<file path="config.mk">
export PLATFORM = sky130hd
export DESIGN_NAME = bp_be_dep_tracker_flat
export DESIGN_NICKNAME = d
export VERILOG_FILES = /design/src/rtl/bp_be_dep_tracker_if.sv /design/src/rtl/bp_be_dep_tracker.sv /design/src/flat_wrapper.sv
export SDC_FILE = /design/constraint.sdc
export NUM_CORES = 1
export LEC_CHECK = 0
export CAP_MARGIN = 20
export CORE_AREA = 2 2 87 89
export CTS_BUF_LIST = sky130_fd_sc_hd__clkbuf_8
export CTS_CLUSTER_DIAMETER = 120
export CTS_CLUSTER_SIZE = 12
export DETAILED_ROUTE_END_ITERATION = 10
export DIE_AREA = 0 0 89 91
export GPL_ROUTABILITY_DRIVEN = 1
export PLACE_DENSITY_LB_ADDON = 0.15
export REMOVE_ABC_BUFFERS = 1
export SYNTH_ARGS = -nofsm -noshare
export SYNTH_HDL_FRONTEND = slang
export SYNTH_HIERARCHICAL = 1
export SYNTH_SLANG_ARGS = --single-unit
</file>
<file path="constraint.sdc">
create_clock -name clk_i -period 3 [get_ports clk_i]
set_clock_uncertainty 0.2 [all_clocks]
set_input_delay 0.9 -clock clk_i [delete_from_list [all_inputs] [get_ports clk_i]]
set_output_delay 0.9 -clock clk_i [all_outputs]
set_load 0.1 [all_outputs]
</file>
<file path="src/rtl/bp_be_dep_tracker_if.sv">
// Dispatch-side inputs and hazard-summary outputs of the dependency tracker.
// The master modport is the detector/dispatch side. The slave modport is the tracker.
interface bp_be_dep_tracker_if #(
  parameter int depth_p          = 5,
  parameter int reg_addr_width_p = 5
);
  localparam int rec_w = 8 + reg_addr_width_p;

  logic                        dispatch_v_i;
  logic [reg_addr_width_p-1:0] rd_addr_i;
  logic                        irf_w_v_i;
  logic                        frf_w_v_i;
  logic [1:0]                  pipe_sel_i;
  logic                        serial_v_i;
  logic                        flush_i;

  logic [depth_p*rec_w-1:0]    dep_status_o;
  logic                        instr_in_pipe_o;
  logic                        mem_in_pipe_o;
  logic                        serial_haz_o;
  logic [3:0]                  inflight_cnt_o;
  logic [31:0]                 perf_dispatch_o;
  logic [31:0]                 perf_flush_o;

  modport master (
    output dispatch_v_i, rd_addr_i, irf_w_v_i, frf_w_v_i, pipe_sel_i, serial_v_i, flush_i,
    input  dep_status_o, instr_in_pipe_o, mem_in_pipe_o, serial_haz_o, inflight_cnt_o,
           perf_dispatch_o, perf_flush_o
  );

  modport slave (
    input  dispatch_v_i, rd_addr_i, irf_w_v_i, frf_w_v_i, pipe_sel_i, serial_v_i, flush_i,
    output dep_status_o, instr_in_pipe_o, mem_in_pipe_o, serial_haz_o, inflight_cnt_o,
           perf_dispatch_o, perf_flush_o
  );
endinterface

</file>
<file path="src/rtl/bp_be_dep_tracker.sv">
// Per-stage dependency records for ex1..retire, together with pre-reduced hazard summaries.
// Optional saturating perf counters are enabled by defining BP_BE_DEP_TRACKER_PERF_EN.
module bp_be_dep_tracker_stage #(
  parameter int width_p = 13
) (
  input  logic               clk_i,
  input  logic               reset_i,
  input  logic               kill_i,
  input  logic [width_p-1:0] d_i,
  output logic [width_p-1:0] q_o
);
  always_ff @(posedge clk_i)
    if (reset_i | kill_i) q_o <= '0;
    else                  q_o <= d_i;
endmodule

module bp_be_dep_tracker #(
  parameter int depth_p          = 5,
  parameter int flush_depth_p    = 3,
  parameter int reg_addr_width_p = 5
) (
  input logic                  clk_i,
  input logic                  reset_i,
  bp_be_dep_tracker_if.slave   dep
);
  typedef struct packed {
    logic                        serial_v;
    logic                        mem_v;
    logic                        fp_fwb_v;
    logic                        mem_fwb_v;
    logic                        fp_iwb_v;
    logic                        mem_iwb_v;
    logic                        mul_iwb_v;
    logic [reg_addr_width_p-1:0] rd_addr;
    logic                        v;
  } rec_s;

  localparam int rec_w = $bits(rec_s);

  rec_s                 enc;
  rec_s [depth_p-1:0]   stage_d, stage_q;
  logic [depth_p-1:0]   stage_kill;
  logic [depth_p-1:0]   vld_pipe;
  logic                 iwb_ok;

  // Integer writebacks to x0 are dropped. An f0 target is still a real write.
  always_comb begin
    iwb_ok        = dep.irf_w_v_i & (dep.rd_addr_i != '0);
    enc           = '0;
    enc.v         = 1'b1;
    enc.rd_addr   = dep.rd_addr_i;
    enc.serial_v  = dep.serial_v_i;
    enc.mem_v     = (dep.pipe_sel_i == 2'd2);
    enc.mul_iwb_v = iwb_ok & (dep.pipe_sel_i == 2'd1);
    enc.mem_iwb_v = iwb_ok & (dep.pipe_sel_i == 2'd2);
    enc.fp_iwb_v  = iwb_ok & (dep.pipe_sel_i == 2'd3);
    enc.mem_fwb_v = dep.frf_w_v_i & (dep.pipe_sel_i == 2'd2);
    enc.fp_fwb_v  = dep.frf_w_v_i & (dep.pipe_sel_i == 2'd3);
  end

  // Stage i is cleared when its source stage (i-1) is killable and flush is high.
  // Stage 0 is cleared on a bubble or on a flush.
  always_comb begin
    stage_d       = '0;
    stage_kill    = '0;
    stage_d[0]    = enc;
    stage_kill[0] = dep.flush_i | ~dep.dispatch_v_i;
    for (int i = 1; i < depth_p; i++) begin
      stage_d[i]    = stage_q[i-1];
      stage_kill[i] = dep.flush_i & (i <= flush_depth_p);
    end
  end

  for (genvar i = 0; i < depth_p; i++) begin : g_stage
    bp_be_dep_tracker_stage #(.width_p(rec_w)) u_stage (
      .clk_i   (clk_i),
      .reset_i (reset_i),
      .kill_i  (stage_kill[i]),
      .d_i     (stage_d[i]),
      .q_o     (stage_q[i])
    );
  end

  always_comb begin
    dep.instr_in_pipe_o = 1'b0;
    dep.mem_in_pipe_o   = 1'b0;
    dep.serial_haz_o    = 1'b0;
    dep.inflight_cnt_o  = '0;
    vld_pipe            = '0;
    for (int i = 0; i < depth_p; i++) begin
      vld_pipe[i]        = stage_q[i].v;
      dep.inflight_cnt_o = dep.inflight_cnt_o + 4'(stage_q[i].v);
      if (i < 3) begin
        dep.instr_in_pipe_o = dep.instr_in_pipe_o | stage_q[i].v;
        dep.mem_in_pipe_o   = dep.mem_in_pipe_o   | stage_q[i].mem_v;
      end
      if (i < 4) dep.serial_haz_o = dep.serial_haz_o | stage_q[i].serial_v;
    end
  end

  assign dep.dep_status_o = stage_q;

`ifdef BP_BE_DEP_TRACKER_PERF_EN
  logic [31:0] perf_dispatch_q, perf_flush_q;
  logic [3:0]  kill_cnt;
  logic [32:0] flush_sum;

  // The killed count includes the dispatch that was dropped in the same cycle.
  always_comb begin
    kill_cnt = 4'(dep.dispatch_v_i);
    for (int i = 0; i < flush_depth_p; i++) kill_cnt = kill_cnt + 4'(vld_pipe[i]);
    flush_sum = {1'b0, perf_flush_q} + 33'(kill_cnt);
  end

  always_ff @(posedge clk_i)
    if (reset_i) begin
      perf_dispatch_q <= '0;
      perf_flush_q    <= '0;
    end else begin
      if (dep.dispatch_v_i & ~dep.flush_i & (perf_dispatch_q != '1))
        perf_dispatch_q <= perf_dispatch_q + 32'd1;
      if (dep.flush_i)
        perf_flush_q <= flush_sum[32] ? '1 : flush_sum[31:0];
    end

  assign dep.perf_dispatch_o = perf_dispatch_q;
  assign dep.perf_flush_o    = perf_flush_q;
`else
  assign dep.perf_dispatch_o = 32'h0;
  assign dep.perf_flush_o    = 32'h0;
`endif
endmodule
</file>
<file path="src/flat_wrapper.sv">
// flat-port wrapper written by rule: the top's interface ports become plain ports
module bp_be_dep_tracker_flat 
#(
  parameter int depth_p          = 5,
  parameter int flush_depth_p    = 3,
  parameter int reg_addr_width_p = 5
)
  (clk_i, reset_i, dep_dispatch_v_i, dep_rd_addr_i, dep_irf_w_v_i, dep_frf_w_v_i, dep_pipe_sel_i, dep_serial_v_i, dep_flush_i, dep_dep_status_o, dep_instr_in_pipe_o, dep_mem_in_pipe_o, dep_serial_haz_o, dep_inflight_cnt_o, dep_perf_dispatch_o, dep_perf_flush_o);
  bp_be_dep_tracker_if #(.depth_p(depth_p), .reg_addr_width_p(reg_addr_width_p)) dep_i ();
  input logic clk_i;
  input logic reset_i;
  input wire logic [$bits(dep_i.dispatch_v_i)-1:0] dep_dispatch_v_i;
  input wire logic [$bits(dep_i.rd_addr_i)-1:0] dep_rd_addr_i;
  input wire logic [$bits(dep_i.irf_w_v_i)-1:0] dep_irf_w_v_i;
  input wire logic [$bits(dep_i.frf_w_v_i)-1:0] dep_frf_w_v_i;
  input wire logic [$bits(dep_i.pipe_sel_i)-1:0] dep_pipe_sel_i;
  input wire logic [$bits(dep_i.serial_v_i)-1:0] dep_serial_v_i;
  input wire logic [$bits(dep_i.flush_i)-1:0] dep_flush_i;
  output wire logic [$bits(dep_i.dep_status_o)-1:0] dep_dep_status_o;
  output wire logic [$bits(dep_i.instr_in_pipe_o)-1:0] dep_instr_in_pipe_o;
  output wire logic [$bits(dep_i.mem_in_pipe_o)-1:0] dep_mem_in_pipe_o;
  output wire logic [$bits(dep_i.serial_haz_o)-1:0] dep_serial_haz_o;
  output wire logic [$bits(dep_i.inflight_cnt_o)-1:0] dep_inflight_cnt_o;
  output wire logic [$bits(dep_i.perf_dispatch_o)-1:0] dep_perf_dispatch_o;
  output wire logic [$bits(dep_i.perf_flush_o)-1:0] dep_perf_flush_o;
  assign dep_i.dispatch_v_i = dep_dispatch_v_i;
  assign dep_i.rd_addr_i = dep_rd_addr_i;
  assign dep_i.irf_w_v_i = dep_irf_w_v_i;
  assign dep_i.frf_w_v_i = dep_frf_w_v_i;
  assign dep_i.pipe_sel_i = dep_pipe_sel_i;
  assign dep_i.serial_v_i = dep_serial_v_i;
  assign dep_i.flush_i = dep_flush_i;
  assign dep_dep_status_o = dep_i.dep_status_o;
  assign dep_instr_in_pipe_o = dep_i.instr_in_pipe_o;
  assign dep_mem_in_pipe_o = dep_i.mem_in_pipe_o;
  assign dep_serial_haz_o = dep_i.serial_haz_o;
  assign dep_inflight_cnt_o = dep_i.inflight_cnt_o;
  assign dep_perf_dispatch_o = dep_i.perf_dispatch_o;
  assign dep_perf_flush_o = dep_i.perf_flush_o;
  bp_be_dep_tracker #(.depth_p(depth_p), .flush_depth_p(flush_depth_p), .reg_addr_width_p(reg_addr_width_p)) u_core (.clk_i(clk_i), .reset_i(reset_i), .dep(dep_i));
endmodule
</file>
; ---- Yosys cells after proc, flatten, opt, wreduce, memory -nomap -nowiden
; Index checks and enable logic that the tools add are counted.
[classes]
n_eq_ne = 3
mux = 1
n_reduce_logical = 1
bitwise = 17
n_addsub = 4
[ops]
columns = operator, count
row1 = $or A1 B1 Y1, 10
row2 = $and A1 B1 Y1, 6
row3 = $reduce_bool A5 Y1, 1
row4 = $add A3 B1 Y4, 1
row5 = $add A4 B1 Y4, 1
row6 = $eq A2 B2 Y1 const B, 2
row7 = $add A2 B1 Y3, 1
row8 = $add A1 B1 Y2, 1
row9 = $eq A2 B1 Y1 const B, 1
row10 = $mux W1, 1
row11 = $not A1 Y1, 1
[word_totals]
out_inout_bits = 136
word_cells = 32
reg_bits = 65
inputBits = 14

; ---- Logic depth before layout (Yosys ltp)
[logic_depth]
ltp_word = 4
ltp_mapped = 7
depth_no_buf = 7

; ---- Hierarchy
; The synthesis kept the hierarchy.
[modules_own_cells]
columns = mod, n_inst, cells_each, area_each_um2
row1 = bp_be_dep_tracker_stage, 5, 28, 430.4
row2 = bp_be_dep_tracker, 1, 94, 693.2

; ---- Worst setup path before layout
; Ideal clock, no wire load.
[synth_path]
path_kind = register to output
startpoint = register u_core.g_stage[0].u_stage.q_o[0]
endpoint = output port dep_inflight_cnt_o[1]
t_arrival_ns = 3.204
stages_incl_launch_ff = 8
slack_ns = -1.304
path_cell_list = dfxtp_1 inv_1 ha_1 inv_1 fa_1 inv_1 ha_1 fa_1
[synth_via]
elab_chain_len = 4
[synth_rtl]
columns = element, line
row1 = from (decl), bp_be_dep_tracker.sv:10  ; output logic [width_p-1:0] q_o
row2 = from (signal assigned), bp_be_dep_tracker.sv:14  ; else q_o <= d_i;
row3 = $add A1 B1 Y2, bp_be_dep_tracker.sv:92  ; dep.inflight_cnt_o = dep.inflight_cnt_o + 4'(stage_q[i].v);
row4 = $add A2 B1 Y3, bp_be_dep_tracker.sv:92
row5 = $add A3 B1 Y4, bp_be_dep_tracker.sv:92
row6 = $add A4 B1 Y4, bp_be_dep_tracker.sv:92
row7 = to (decl), flat_wrapper.sv:23  ; output wire logic [$bits(dep_i.inflight_cnt_o)-1:0] dep_inflight_cnt_o;
; Every way passes these cells.

; ---- Final worst setup path
; Same ends and word-level chain as after synthesis.

==> results.sh <==
export IMPL_io_buffers=84
export IMPL_post_route_util_pct=50.0
export IMPL_initial_core_util_pct=39.9
export IMPL_yosysWarnings=6
export IMPL_rsz0062_at_grt="true"
export IMPL_place_ws_ns=-0.188
export IMPL_worstRegToRegCells=2
export IMPL_slew_limit_headroom_pct=49.3
export IMPL_netlist_instances=234
export IMPL_worst_slew_pin_slew_ns=0.760
export IMPL_syn_area_um2=2850
export IMPL_cap_violations=0
export IMPL_ys_types=20
export IMPL_use_met2_pct=19.1
export IMPL_cts_buffer_depth=2
export IMPL_place_congestion=0.710
export IMPL_place_hpwl_mm=3.46
export IMPL_max_clock_freq_mhz=285
export IMPL_num_rows=31
export IMPL_r2r_start="u_core/g_stage[0].u_stage/q_o[0]"
export IMPL_finalSetupViolations=3
export IMPL_yosys_top_cells_area="dfxtp_1 (46%), nor3b_2 (22%), buf_4 (17%)"
export IMPL_r2r_setup_slack_ns=2.07
export IMPL_antenna_left=0
export IMPL_top_regs="u_core/g_stage.u_stage/q_o x65"
export IMPL_drt_iter0_markers=77
export IMPL_post_route_period_util_pct=117
export IMPL_critical_path_class="flop to output pin"
export IMPL_root_buffer="clkbuf_8"
export IMPL_peakVddDrop_mv=0.299
export IMPL_gr_usage_all_layers_pct=12.3
export IMPL_min_path_type="flop to flop"
export IMPL_fin_setup_tns_ns=-0.880
export IMPL_met3_usage_pct=3.36
export IMPL_grt_overflow=0
export IMPL_finalWorstSetupSlack_ns=-0.503
export IMPL_worst_path_max_fanout=2
export IMPL_synth_avg_cell_area_um2=12.2
export IMPL_grt_max_degree=40
export IMPL_final_cell_area_um2=3570
export IMPL_outcome="finished with violations"
export IMPL_grt_pass1_wl_mm=7.34
export IMPL_cp_arrival_ns=2.40
export IMPL_use_met1_pct=14.1
export IMPL_total_power_mw=2.04
export IMPL_hold_viol=0
export IMPL_violations="setup timing"
export IMPL_wl_per_cell_um=11.6
export IMPL_clk_pin_slew_ns=0.07
export IMPL_clk_latency_ns=0.34
export IMPL_cts_inserted_buffers=9
export IMPL_fillers=720
export IMPL_synth_top_area_cell="dfxtp_1"
export IMPL_core_area_um2=7140
export IMPL_wl_mm=4.98
export IMPL_min_path_cells=1
export IMPL_power_density_nw_per_um2=571
export IMPL_final_nets=345
export IMPL_drt_first_pass_iters=4
export IMPL_r2r_end="u_core/g_stage[1].u_stage/q_o[0]"
export IMPL_dp_cells=414
export IMPL_required_ns=1.90
export IMPL_htree_levels=3
export IMPL_synth_top_cells_by_count="buf_4 (65), dfxtp_1 (65), nor3b_2 (50)"
export IMPL_synth_edff_count=0
export IMPL_p_leak_nw=1.55
export IMPL_die_width_um=89
export IMPL_whs_ns=0.280
export IMPL_dpl_instance_area_um2=3360
export IMPL_die_y_um=91
export IMPL_viasPerCell=3.89
export IMPL_finalNonFillerCells=430
export IMPL_regMostFlops="u_core/g_stage.u_stage/q_o"
export IMPL_ys_ff_latch=65
export IMPL_diodes=0
export IMPL_vias=1674
export IMPL_startpoint_type="flop"
export IMPL_largest_reg_flops=65
export IMPL_hold_path_endpoint="u_core/g_stage[2].u_stage/q_o[10]"
export IMPL_cts_tree="done"
export IMPL_drc=0
export IMPL_hp_start="u_core/g_stage[1].u_stage/q_o[10]"
export IMPL_io_pins=150
export IMPL_areaGrowthSynthToFinish_pct=25.5
export IMPL_die_area_um2=8100
export IMPL_seq_area_frac_synth_pct=45.7
export IMPL_drive_gt1_share_pct=46.2
export IMPL_yosys_area_top_type_share_pct=45.7
export IMPL_cts_setup_buffers=0
export IMPL_cts_sinks=65
export IMPL_synth_flop_cell="dfxtp_1"
export IMPL_antenna_found_initial=0
export IMPL_cp_end_kind="output pin"
export IMPL_finalCriticalPeriod_ns=3.50
export IMPL_drv_slew=0
export IMPL_grt_pass1_vias=1449
export IMPL_busiest_layer="met2"
export IMPL_async_flop_share_pct=0
## cells by family after synthesis
logic type | Yosys count | share of synthesized area, %
other cells | 2 | 0.264
simple gates | 76 | 28.6
flops | 65 | 45.7
buf+inv | 83 | 22.2
compound gates | 3 | 0.528
fa+ha+maj | 5 | 2.73
## where the power goes
| part | switching [mW] | internal [mW] |
|---|---|---|
| registers | 0.00272 | 0.868 |
| logic | 0.458 | 0.0411 |
| clock network | 0.344 | 0.323 |
## metal layers
metal,part of all wire (%),wire [um]
met1,41,2040
met2,48,2410
met3,7.6,376
met4,3.0,151
met5,0,0
## layout make-up
cell class	instances	area, um2	area share, %
Sequential cell	65	1300	36.5
Multi-Input combinational cell	154	1200	33.5
Timing Repair Buffer	88	736	20.6
Clock buffer	10	138	3.86
Tap cell	99	124	3.47
Clock inverter	6	42.5	1.19
Inverter	8	30.0	0.841
## worst max-delay path by stage
stage | startpoint | to | slack, ns
floorplan | u_core/g_stage[0].u_stage/q_o[0] | dep_inflight_cnt_o[1] | -1.30
global route | u_core/g_stage[0].u_stage/q_o[0] | dep_inflight_cnt_o[1] | -0.60
global placement | u_core/g_stage[0].u_stage/q_o[0] | dep_inflight_cnt_o[1] | -0.14
CTS | u_core/g_stage[0].u_stage/q_o[0] | dep_inflight_cnt_o[1] | -0.57
detailed placement | u_core/g_stage[0].u_stage/q_o[0] | dep_inflight_cnt_o[1] | -0.19
finish | u_core/g_stage[0].u_stage/q_o[0] | dep_inflight_cnt_o[1] | -0.50
## cell usage in the layout, fill, tap and decap left out
cell type / netlist / final
buf_4: 65 / 72
conb_1: 2 / 70
dfxtp_1: 65 / 63
nor3b_2: 50 / 50
nor3b_1: 15 / 15
clkdlybuf4s50_1: 0 / 11
clkbuf_8: 0 / 10
buf_12: 0 / 4
inv_2: 0 / 4
inv_1: 8 / 4
a21oi_1: 3 / 3
clkinvlp_4: 0 / 2
clkinv_2: 0 / 2
nand3b_1: 2 / 2
ha_4: 0 / 2
dfxtp_2: 0 / 2
inv_6: 0 / 1
clkinv_4: 0 / 1
buf_2: 0 / 1
nor2b_1: 1 / 1
and2_1: 1 / 1
and3_1: 1 / 1
nand2b_1: 1 / 1
nand2_1: 1 / 1
or3_1: 1 / 1
or4_1: 1 / 1
nor4_2: 1 / 1
nand3_1: 1 / 1
fa_1: 2 / 1
fa_2: 0 / 1
ha_1: 3 / 1
## repair_timing
action	4_1_cts	5_1_grt
cloned	0	0
endpoints found under the hold margin	0	0
resized for setup	10	0
endpoints found under the setup margin	3	3
hold buffers	0	0
pin swaps	3	3
## worst max-delay path: stages, from the launching register on
cell     delay (ns)
dfxtp_2        0.33
inv_2          0.04
ha_4           0.25
inv_2          0.03
fa_1           0.49
inv_2          0.05
ha_4           0.15
fa_2           0.55
buf_12         0.17
Power figures use the tool's default switching activity.
